File: config.mk
export PLATFORM = sky130hd
export DESIGN_NAME = repacker_n_lanes
export DESIGN_NICKNAME = d
export VERILOG_FILES = /design/src/rtl/repacker_n_lanes.sv
export SDC_FILE = /design/constraint.sdc
export NUM_CORES = 1
export LEC_CHECK = 0
export BUFFER_PORTS_ARGS = -buffer_cell sky130_fd_sc_hd__buf_4
export CAP_MARGIN = 20
export CORE_MARGIN = 2
export CORE_UTILIZATION = 68
export DETAILED_ROUTE_END_ITERATION = 8
export GPL_TIMING_DRIVEN = 0
export PLACE_DENSITY = 0.88
export REMOVE_ABC_BUFFERS = 1
export SLEW_MARGIN = 15
export SYNTH_ARGS = -nofsm -noshare
export SYNTH_HDL_FRONTEND = slang
export SYNTH_SLANG_ARGS = --single-unit
File: constraint.sdc
create_clock -name clk -period 7.8 [get_ports clk]
set_input_delay 0.39 -clock clk [delete_from_list [all_inputs] [get_ports clk]]
set_output_delay 0.39 -clock clk [all_outputs]
set_load 0.03 [all_outputs]
File: src/rtl/repacker_n_lanes.sv
// Byte-lane repacker: accepts 32-bit strobed packet words and redistributes the
// bytes across 1..MAX_LANES DSI lanes through a byte FIFO. It also flags each
// lane's final byte of the packet.
module repacker_n_lanes #(
    parameter int MAX_LANES = 4,
    parameter int BUF_BYTES = 16
) (
    input  logic                   clk,
    input  logic                   rst,
    input  logic [1:0]             lanes_number,
    input  logic                   ln_data_rqst,
    output logic [8*MAX_LANES-1:0] ln_write_data,
    output logic [MAX_LANES-1:0]   ln_write_rqst,
    output logic [MAX_LANES-1:0]   ln_last_word,
    input  logic [31:0]            rpck_write_data,
    input  logic [3:0]             rpck_write_strb,
    input  logic                   rpck_write_rqst,
    input  logic                   rpck_last_word,
    output logic                   rpck_data_rqst,
    output logic                   strb_err
);

    localparam int PW = $clog2(BUF_BYTES);
    localparam int CW = PW + 1;
    localparam logic [CW-1:0] BUF_CNT = CW'(BUF_BYTES);
    localparam logic [CW-1:0] MAX_L   = CW'(MAX_LANES);

    logic [7:0]    fifo_mem [BUF_BYTES];
    logic [PW-1:0] rd_ptr_reg, wr_ptr_reg;
    logic [CW-1:0] count_reg, count_next;
    logic [CW-1:0] l_reg, l_next, l_req;
    logic          tail_held_reg, tail_held_next;
    logic          strb_err_reg;

    logic [CW-1:0] strb_bytes, push_amt, pop_amt, beat_k;
    logic          strb_legal, accept_in, push_en, beat_valid, pop_en;

    // Decode the strobe into a byte count; only contiguous-from-bit-0 patterns are legal
    always_comb begin
        strb_legal = 1'b1;
        strb_bytes = '0;
        case (rpck_write_strb)
            4'b0001: strb_bytes = CW'(1);
            4'b0011: strb_bytes = CW'(2);
            4'b0111: strb_bytes = CW'(3);
            4'b1111: strb_bytes = CW'(4);
            default: strb_legal = 1'b0;
        endcase
    end

    // Input ready depends only on registered state, so there is no loop through rpck_write_rqst
    assign rpck_data_rqst = !tail_held_reg && ((BUF_CNT - count_reg) >= CW'(4));
    assign accept_in      = rpck_write_rqst && rpck_data_rqst;
    assign push_en        = accept_in && strb_legal;
    assign push_amt       = push_en ? strb_bytes : '0;

    // Without the packet end buffered, 2L bytes are needed so the last flags are decidable
    assign beat_valid = (tail_held_reg && (count_reg != '0)) || (count_reg >= (l_reg << 1));
    assign beat_k     = (count_reg < l_reg) ? count_reg : l_reg;
    assign pop_en     = beat_valid && ln_data_rqst;
    assign pop_amt    = pop_en ? beat_k : '0;

    // Next-state arithmetic for occupancy, packet-end tracking and lane count
    always_comb begin
        l_req          = {{(CW-2){1'b0}}, lanes_number} + CW'(1);
        count_next     = count_reg + push_amt - pop_amt;
        tail_held_next = (tail_held_reg || (accept_in && rpck_last_word)) && (count_next != '0);
        l_next         = l_reg;
        if (count_reg == '0) begin
            l_next = (l_req > MAX_L) ? MAX_L : l_req;
        end
    end

    // Control state: pointers, count, tail flag, latched lane count and sticky error
    always_ff @(posedge clk) begin
        if (rst) begin
            rd_ptr_reg    <= '0;
            wr_ptr_reg    <= '0;
            count_reg     <= '0;
            tail_held_reg <= 1'b0;
            l_reg         <= CW'(1);
            strb_err_reg  <= 1'b0;
        end else begin
            rd_ptr_reg    <= rd_ptr_reg + pop_amt[PW-1:0];
            wr_ptr_reg    <= wr_ptr_reg + push_amt[PW-1:0];
            count_reg     <= count_next;
            tail_held_reg <= tail_held_next;
            l_reg         <= l_next;
            if (accept_in && !strb_legal) begin
                strb_err_reg <= 1'b1;
            end
        end
    end

    // Byte storage: strobed bytes land at consecutive slots starting at the write pointer
    always_ff @(posedge clk) begin
        for (int j = 0; j < 4; j++) begin
            if (push_en && rpck_write_strb[j]) begin
                fifo_mem[wr_ptr_reg + PW'(j)] <= rpck_write_data[8*j +: 8];
            end
        end
    end

    assign strb_err = strb_err_reg;

    genvar gi;
    generate
        for (gi = 0; gi < MAX_LANES; gi++) begin : g_lane
            logic lane_on;
            // Lane gi carries FIFO byte gi of the beat; idle lanes are driven to zero
            always_comb begin
                lane_on                   = beat_valid && (CW'(gi) < beat_k);
                ln_write_rqst[gi]         = lane_on;
                ln_write_data[8*gi +: 8]  = lane_on ? fifo_mem[rd_ptr_reg + PW'(gi)] : 8'h00;
                ln_last_word[gi]          = lane_on && tail_held_reg &&
                                            (count_reg <= (l_reg + CW'(gi)));
            end
        end
    endgenerate

endmodule

# After elaboration in Yosys (flattened, before gate mapping)

Memories as Yosys holds them, arrays and structs flattened. A register that Yosys moved wholly into a read port is not among the register bits.
Cells that the tools add are included.

Memories: 1
Register bits after elaboration: 20
Logic and storage cells: 89
Output and inout bits: 42
Input port bits: 43
Bits in writable memories: 128

Memories:

| memory   | words | bits a word | read ports | clocked after memory_dff | write ports | line | RTL |
|---|---|---|---|---|---|---|---|
| fifo_mem | 16    | 8           | 4          | 1                        | 4           | 28   | `logic [7:0] fifo_mem [BUF_BYTES];` |

Order comparisons: 12
Mux-type cells: 19
Reduce and logical (&&, ||, !) cells: 32
Equality and inequality tests: 4
$add $sub $neg: 15

Operators with widths:

| operator                                                                     | count |
|---|---|
| 8-bit 2-to-1 mux                                                             | 4 |
| 1-bit logical AND                                                            | 24 |
| 5-bit <= comparator                                                          | 4 |
| 4-bit by 2-bit adder with 4-bit output (second input constant)               | 4 |
| 5-bit 2-to-1 mux                                                             | 3 |
| 3-bit case mux with 4 select lines                                           | 1 |
| 5-bit by 2-bit adder with 5-bit output (second input constant)               | 2 |
| 1-bit by 5-bit less-than comparator with 1-bit output (first input constant) | 2 |
| 2-bit by 5-bit less-than comparator with 1-bit output (first input constant) | 2 |
| 5-bit nonzero test                                                           | 2 |
| 1-bit 2-to-1 mux                                                             | 9 |
| 4-bit by 1-bit adder with 4-bit output (second input constant)               | 2 |
| 4-bit adder                                                                  | 2 |
| 5-bit by 1-bit adder with 5-bit output (second input constant)               | 1 |
| 5-bit adder                                                                  | 1 |
| 5-bit by 3-bit >= comparator with 1-bit output (second input constant)       | 1 |
| 5-bit >= comparator                                                          | 1 |
| 5-bit logical NOT                                                            | 1 |
| 5-bit less-than comparator                                                   | 1 |
| 5-bit subtractor                                                             | 1 |
| 5-bit subtractor (first input constant)                                      | 1 |
| 4-bit by 1-bit == test with 1-bit output (second input constant)             | 1 |
| 4-bit by 2-bit == test with 1-bit output (second input constant)             | 1 |
| 4-bit by 3-bit == test with 1-bit output (second input constant)             | 1 |
| 8 further kinds                                                              | 10 |

# Longest topological paths before layout

Gate-level depths: netlist of run 1.

Depth in word-level cells: 10
Gate-level depth with buffers: 16
Mapped depth without buffers: 16

# Worst setup path after synthesis of run 1

OpenSTA, ideal clock, no wires.

Kind: flip-flop to output port
Start: register rd_ptr_reg[1]
End: output port ln_write_data[11]
Setup slack: 3.816 ns
Path buffers: 6
Arrival: 3.594 ns
Required time: 7.410 ns
Stages on the path, launching flop included: 12
Path through: dfxtp_1 > buf_2 > clkbuf_1 > clkbuf_1 > inv_1 > ha_1 > clkbuf_1 > buf_2 > buf_1 > mux4_2 > nand2_1 > and3_1

Word-level cells in the longest chain between the ends: 3

RTL lines:

| element                                | line | RTL |
|---|---|---|
| start: declaration                     | 29   | `logic [PW-1:0] rd_ptr_reg, wr_ptr_reg;` |
| start signal: assignment               | 84   | `rd_ptr_reg <= rd_ptr_reg + pop_amt[PW-1:0];` |
| 4-bit by 1-bit adder with 4-bit output | 114  | `ln_write_data[8*gi +: 8] = lane_on ? fifo_mem[rd_ptr_reg + PW'(gi)] : 8'h00;` |
| memory 16 x 8 bit                      | n/a  |  |
| 8-bit 2-to-1 mux                       | 114  |  |
| end: declaration                       | 12   | `output logic [8*MAX_LANES-1:0] ln_write_data,` |

No other way between the ends.

# Worst setup path in the final report of run 1

Start: register count_reg[1]
End: register tail_held_reg

Word-level cells in the longest chain between the ends: 10
Elaborated cells on any way between the ends: 20
Those cells by class: add/sub: 3; order compare: 3; mux: 3; reduce/logical: 11

RTL lines:

| element                                        | line | RTL |
|---|---|---|
| start: declaration                             | 30   | `logic [CW-1:0] count_reg, count_next;` |
| start signal: assignment                       | 86   | `count_reg <= count_next;` |
| 5-bit subtractor                               | 52   | `assign rpck_data_rqst = !tail_held_reg && ((BUF_CNT - count_reg) >= CW'(4));` |
| 5-bit by 3-bit >= comparator with 1-bit output | 52   |  |
| 1-bit logical AND                              | 52   |  |
| 1-bit logical AND                              | 53   | `assign accept_in = rpck_write_rqst && rpck_data_rqst;` |
| 1-bit logical AND                              | 54   | `assign push_en = accept_in && strb_legal;` |
| 5-bit 2-to-1 mux                               | 55   | `assign push_amt = push_en ? strb_bytes : '0;` |
| 5-bit adder                                    | 66   | `count_next = count_reg + push_amt - pop_amt;` |
| 5-bit subtractor                               | 66   |  |
| 5-bit nonzero test                             | 67   | `tail_held_next = (tail_held_reg \|\| (accept_in && rpck_last_word)) && (count_next != '0);` |
| 1-bit logical AND *                            | 67   |  |
| end signal: assignment                         | 87   | `tail_held_reg <= tail_held_next;` |
| end: declaration                               | 32   | `logic tail_held_reg, tail_held_next;` |

Mark *: on every way between the ends. The rest lies on a longest branch, timed or not.
A chain may end at the register's enable or synchronous reset.

==> impl_metrics.csv, run 1 <==
group,metric,value,unit
floorplanning,die_h,152,µm
sta,worst_slack,2.97,ns
sta,drv_slew,0,
finish,largest_register_ffs,128,
finish,layout.cells.non_filler,1717,
global_route,grt_max_degree,46,
setup_path,cp_max_fo,15,
synthesis,synthXorXnorAreaFrac,1.24,%
power,p_leak,6.10,nW
synthesis,ys_seq_area_share,28.3,%
sta,tightest_slew,1.02,ns
detailed_routing,vias,13900,
placed_design,gp_congestion,1.04,
sta,fin_crit,4.83,ns
global_route,antenna_found_initial,3,
floorplanning,die_w,152,µm
placed_design,dp_slack,3.06,ns
clock_tree,numCtsBuffers,17,
sta,post-route-period-util,61.9,%
finish,final_area,16200,µm²
power,vdd_ir_drop_max,0.000241,V
synthesis,synth.avg_cell_area,10.3,µm²
detailed_routing,drc,3,
placed_design,dp_hpwl,38400,µm
outcome,violations,"DRC",
power,p_switching,0.00250,W
detailed_routing,routedWlPerCell,32.2,µm
synthesis,synth_mux_area_share,33.1,%
global_route,grt_util_met1,61.0,%
global_route,gr-usage-met3,19.3,%
power,swShare,47.1,%
synthesis,netlist_area,14900,µm²
floorplanning,dieArea,23100,µm²
placed_design,dp_cells,1683,
outcome,outcome,"finished with violations",
clock_tree,htree_levels,4,
global_route,grt_pass1_wl,83000,µm
clock_tree,ctsResizeCount,0,
setup_path,crit_arrival,5.14,ns
sta,rsz0062_at_grt,"false",
clock_tree,cts_tree,"built",
detailed_routing,postRouteAntennaNets,0,
sta,finalHoldViolations,0,
synthesis,synth_adder_area_share,4.13,%
power,pwr-share-seq,19.8,%
power,clkPwrFrac,15.4,%
clock_tree,cts_max_path_buffers,2,
placed_design,place_area,15600,µm²
synthesis,yosys_warnings,0,
finish,num_antenna_cells,0,
min_path,hp-class,"input pin to flip-flop",
finish,post-route-util,74.7,%
synthesis,netlist_instances,1439,
synthesis,synth_top_family_by_area,"multiplexers",
synthesis,synth_cell_types,81,
finish,areaGrowthSynthToFinish,8.71,%
global_route,grt_use_total,47.4,%
detailed_routing,wl,55300,µm
power,p_comb_share,64.8,%
finish,drive_gt1_share,24.9,%
floorplanning,core,21600,µm²
detailed_routing,drtIter0Drc,3038,
floorplanning,pin_count,85,
floorplanning,start_util,68.7,%
detailed_routing,dr.pass1.iters,9,
clock_tree,cts_root_buffer,"clkbuf_16",
sta,relSlewSlack,31.7,%
global_route,top_usage_layer,"met2",
power,power.internal,0.00282,W
finish,mostFrequentLayoutCells,"mux2i_1, mux4_2, edfxtp_1",
synthesis,synth_area_leaders,"edfxtp_1, mux4_2, mux2i_1",
synthesis,synthArstFlopShare,0,%
synthesis,ys_seq_elements,146,
global_route,use_met2,67.8,%
finish,fin_nets,1513,
clock_tree,clkSinkCount,146,
setup_path,critPathKind,"flip-flop to flip-flop",
synthesis,yosysTopAreaCell,"edfxtp_1",
detailed_routing,viasPerCell,8.08,
placed_design,portBuffers,84,
sta,setup_viol,0,
setup_path,cp-end-kind,"flip-flop",
synthesis,synthFlopType,"edfxtp_1",
sta,skew,0.0152,ns
power,power.density,329,nW/µm²
synthesis,synth_top_area_share,25.9,%
clock_tree,cts.clk_slew.worst_paths,0.08,ns
clock_tree,hold_buffers,0,
run,cap_violations,0,
global_route,grt-ovfl-total,0,
clock_tree,clk_latency,0.45,ns
finish,final_common_cell,"mux2i_1",
synthesis,yosys.area_share.simple,13.7,%
clock_tree,cts_setup_buffers,0,
synthesis,synth_compound_area_share,14.6,%
setup_path,cp.required,8.11,ns
sta,fmax,207,MHz
floorplanning,num_rows,54,
setup_path,cp-start-kind,"flip-flop",
synthesis,synth_edf_count,128,
global_route,grt_pass1_vias,13000,
==> synthesized netlist by cell type, drive strengths merged, types with 42 or more instances <==
cell,count
nor2,94
buf,65
nand3,45
a21oi,89
mux2,48
mux2i,149
nand2,108
clkbuf,75
edfxtp,128
a21o,58
o21ai,91
mux4,128
o22ai,42
==> layout make-up <==
class / instances / area [µm²]
Clock buffer: 18 / 450
Clock inverter: 14 / 114
Fill cell: 1367 / 5470
Inverter: 32 / 120
Multi-Input combinational cell: 1121 / 10000
Sequential cell: 146 / 4210
Tap cell: 280 / 350
Timing Repair Buffer: 106 / 911
==> critical path, cell delays in order, from the launching register on <==
cell and delay [ns]:
dfxtp_1 0.47, nor4_2 0.56, ha_1 0.39, o21a_1 0.32, buf_8 0.26, nor3_1 0.23
nand3_1 0.39, fa_1 0.63, inv_1 0.08, fa_1 0.48, a21o_1 0.23, a21oi_1 0.23
xnor2_1 0.22, a41oi_1 0.18
==> routing by layer <==
layer  wire (µm)  share of wire [%]
met3        9780                 18
met2       23000                 42
met1       17800                 32
met4        4660                8.4
met5          64               0.12
==> stage by stage <==
step / setup TNS, ns / hold slack (ns) / power [W]
2_1_floorplan: 0 / 0.457 / 0.00334
3_3_place_gp: -19.71 / 0.460 / 0.00425
3_5_place_dp: 0 / 0.465 / 0.00435
4_1_cts: 0 / 0.265 / 0.00520
5_1_grt: 0 / 0.284 / 0.00546
6_report: 0 / 0.265 / 0.00532
==> power groups by stage <==
stage / sequential [W] / combinational (W) / clock (W)
after floorplan: 0.00113 / 0.00221 / 0
after global placement: 0.00118 / 0.00307 / 0
after detailed placement: 0.00106 / 0.00329 / 0
after CTS: 0.00105 / 0.00335 / 0.000803
after global routing: 0.00106 / 0.00357 / 0.000831
final: 0.00106 / 0.00345 / 0.000819
==> cells by family (layout without fill, tap and decap cells) <==
kind of cell | after synthesis | count (layout)
AND/OR/NAND/NOR | 381 | 381
AO/OA/AOI/OAI | 348 | 348
multiplexers | 325 | 325
buffers and inverters | 172 | 170
flip-flops | 146 | 146
adder cells (fa/ha/maj) | 46 | 46
XOR/XNOR | 21 | 21
==> worst paths after layout <==
kind	from	to	slack, ns	cells after the start
worst max register to register	count_reg[1]$_SDFF_PP0_	tail_held_reg$_SDFF_PP0_	2.97	13
worst max-delay path	count_reg[1]$_SDFF_PP0_	tail_held_reg$_SDFF_PP0_	2.97	13
worst min-delay path	ln_data_rqst	rd_ptr_reg[3]$_SDFF_PP0_	0.26	3
worst min register to register	strb_err$_SDFFE_PP0P_	strb_err$_SDFFE_PP0P_	0.49	2
Power figures use the tool's default switching activity.
==> run 2, diff against run 1 <==
- CORE_UTILIZATION: 68 -> 57
- PLACE_DENSITY: 0.88 -> 0.78
- clock period: 7.8 -> 4 ns (I/O delays scaled with it)
==> run 2 against run 1 <==
The run ends with setup timing left. Clock power rose by 92%. Register-to-register slack lost 3.0 ns. Cell count increased by 3.3%. First-iteration DRC count decreased by 12%. Worst setup slack worse by 3.0 ns. Critical path type unchanged. Largest power group unchanged.
==> impl_metrics.csv, run 2 (same netlist as run 1, synthesis figures left out) <==
group,metric,value,unit
detailed_routing,wl,53200,µm
sta,relSlewSlack,24.6,%
outcome,violations,"setup timing",
sta,skew,0.0178,ns
placed_design,dp_hpwl,38000,µm
sta,tightest_slew,1.13,ns
global_route,top_usage_layer,"met2",
sta,post-route-period-util,100,%
global_route,grt_use_total,39.1,%
finish,mostFrequentLayoutCells,"mux2i_1, mux4_2, edfxtp_1",
floorplanning,start_util,57.5,%
placed_design,place_area,15600,µm²
sta,rsz0062_at_grt,"true",
outcome,outcome,"finished with violations",
setup_path,cp-end-kind,"flip-flop",
detailed_routing,drtIter0Drc,2659,
clock_tree,cts.clk_slew.worst_paths,0.07,ns
sta,fmax,249,MHz
floorplanning,num_rows,59,
finish,largest_register_ffs,128,
finish,num_antenna_cells,0,
clock_tree,cts_max_path_buffers,2,
power,power.density,626,nW/µm²
sta,fin_crit,4.01,ns
finish,post-route-util,63.2,%
setup_path,cp.required,4.14,ns
finish,drive_gt1_share,25.9,%
detailed_routing,postRouteAntennaNets,0,
finish,final_area,16300,µm²
clock_tree,cts_root_buffer,"clkbuf_16",
floorplanning,die_w,165,µm
placed_design,portBuffers,84,
floorplanning,dieArea,27400,µm²
global_route,use_met2,58.2,%
setup_path,cp-start-kind,"flip-flop",
setup_path,crit_arrival,4.15,ns
finish,final_common_cell,"mux2i_1",
sta,drv_slew,0,
run,cap_violations,0,
floorplanning,core,25800,µm²
global_route,grt_util_met1,52.0,%
power,p_leak,6.10,nW
clock_tree,numCtsBuffers,17,
global_route,grt-ovfl-total,0,
detailed_routing,viasPerCell,7.45,
sta,setup_viol,3,
detailed_routing,vias,13200,
clock_tree,cts_tree,"built",
finish,areaGrowthSynthToFinish,9.89,%
min_path,hp-class,"input pin to flip-flop",
sta,finalHoldViolations,0,
clock_tree,clk_latency,0.44,ns
global_route,antenna_found_initial,1,
finish,fin_nets,1514,
clock_tree,hold_buffers,0,
sta,worst_slack,-0.00830,ns
floorplanning,die_h,165,µm
setup_path,critPathKind,"flip-flop to flip-flop",
clock_tree,clkSinkCount,146,
global_route,gr-usage-met3,13.8,%
floorplanning,pin_count,85,
clock_tree,htree_levels,4,
placed_design,gp_congestion,0.975,
global_route,grt_max_degree,51,
detailed_routing,dr.pass1.iters,6,
power,vdd_ir_drop_max,0.000960,V
detailed_routing,routedWlPerCell,30.0,µm
detailed_routing,drc,0,
global_route,grt_pass1_wl,77500,µm
setup_path,cp_max_fo,21,
global_route,grt_pass1_vias,11900,
==> run 2: cell type report <==
class / instances / area, µm²
clock buffers: 21 / 483
clock inverters: 11 / 91.3
fillers: 2037 / 9510
inverters: 32 / 120
multi-input cells: 1122 / 10100
flip-flops and latches: 146 / 4220
well taps: 335 / 419
repair buffers: 106 / 906
==> run 2: what timing repair did <==
item	4_1_cts	5_1_grt
gates cloned	1	0
pin swaps	1	2
endpoints found under the setup margin	59	94
setup buffers	1	6
resized for setup	12	14
==> run 2: critical path, cell delays in order (launching register included) <==
cell      delay (ns)
dfxtp_1         0.73
nand2_1         0.75
nor3_1          0.83
nand2_1         0.40
o211ai_1        0.71
buf_4           0.28
==> run 2: power by group <==
part	switching, W	internal, W
clock	0.000691	0.000882
combinational	0.00370	0.00288
sequential	0.000301	0.00176
total	0.00470	0.00552
==> run 2: worst paths after layout <==
path                                  from                        to  slack [ns]  cells after the start
setup / recovery  wr_ptr_reg[0]$_SDFF_PP0_  fifo_mem[8][5]$_DFFE_PP_      -0.008                      5
hold / removal             lanes_number[0]     l_reg[0]$_SDFFE_PP1P_        0.05                      4
setup reg to reg  wr_ptr_reg[0]$_SDFF_PP0_  fifo_mem[8][5]$_DFFE_PP_      -0.008                      5
hold reg to reg      strb_err$_SDFFE_PP0P_     strb_err$_SDFFE_PP0P_        0.48                      2
==> run 2: layer usage <==
| metal | wire length [µm] | up-vias |
|---|---|---|
| met5 | 17 | - |
| met4 | 3370 | 2 |
| met3 | 7980 | 231 |
| met2 | 22600 | 1169 |
| met1 | 19200 | 6278 |
| li1 | - | 5532 |
==> run 2: stage by stage <==
step	setup slack, ns	hold WS, ns	power, W	instances	TNS [ns]
5_1_grt	-0.100	0.0782	0.0106	1773	-0.100
6_report	-0.00830	0.0486	0.0102	1773	-0.0219
3_5_place_dp	-0.793	0.475	0.00844	1733	-20.04
3_3_place_gp	-5.25	0.462	0.00829	1718	-880.65
2_1_floorplan	-3.52	0.267	0.00651	1299	-208.59
4_1_cts	0.0114	0.0460	0.0100	1767	0
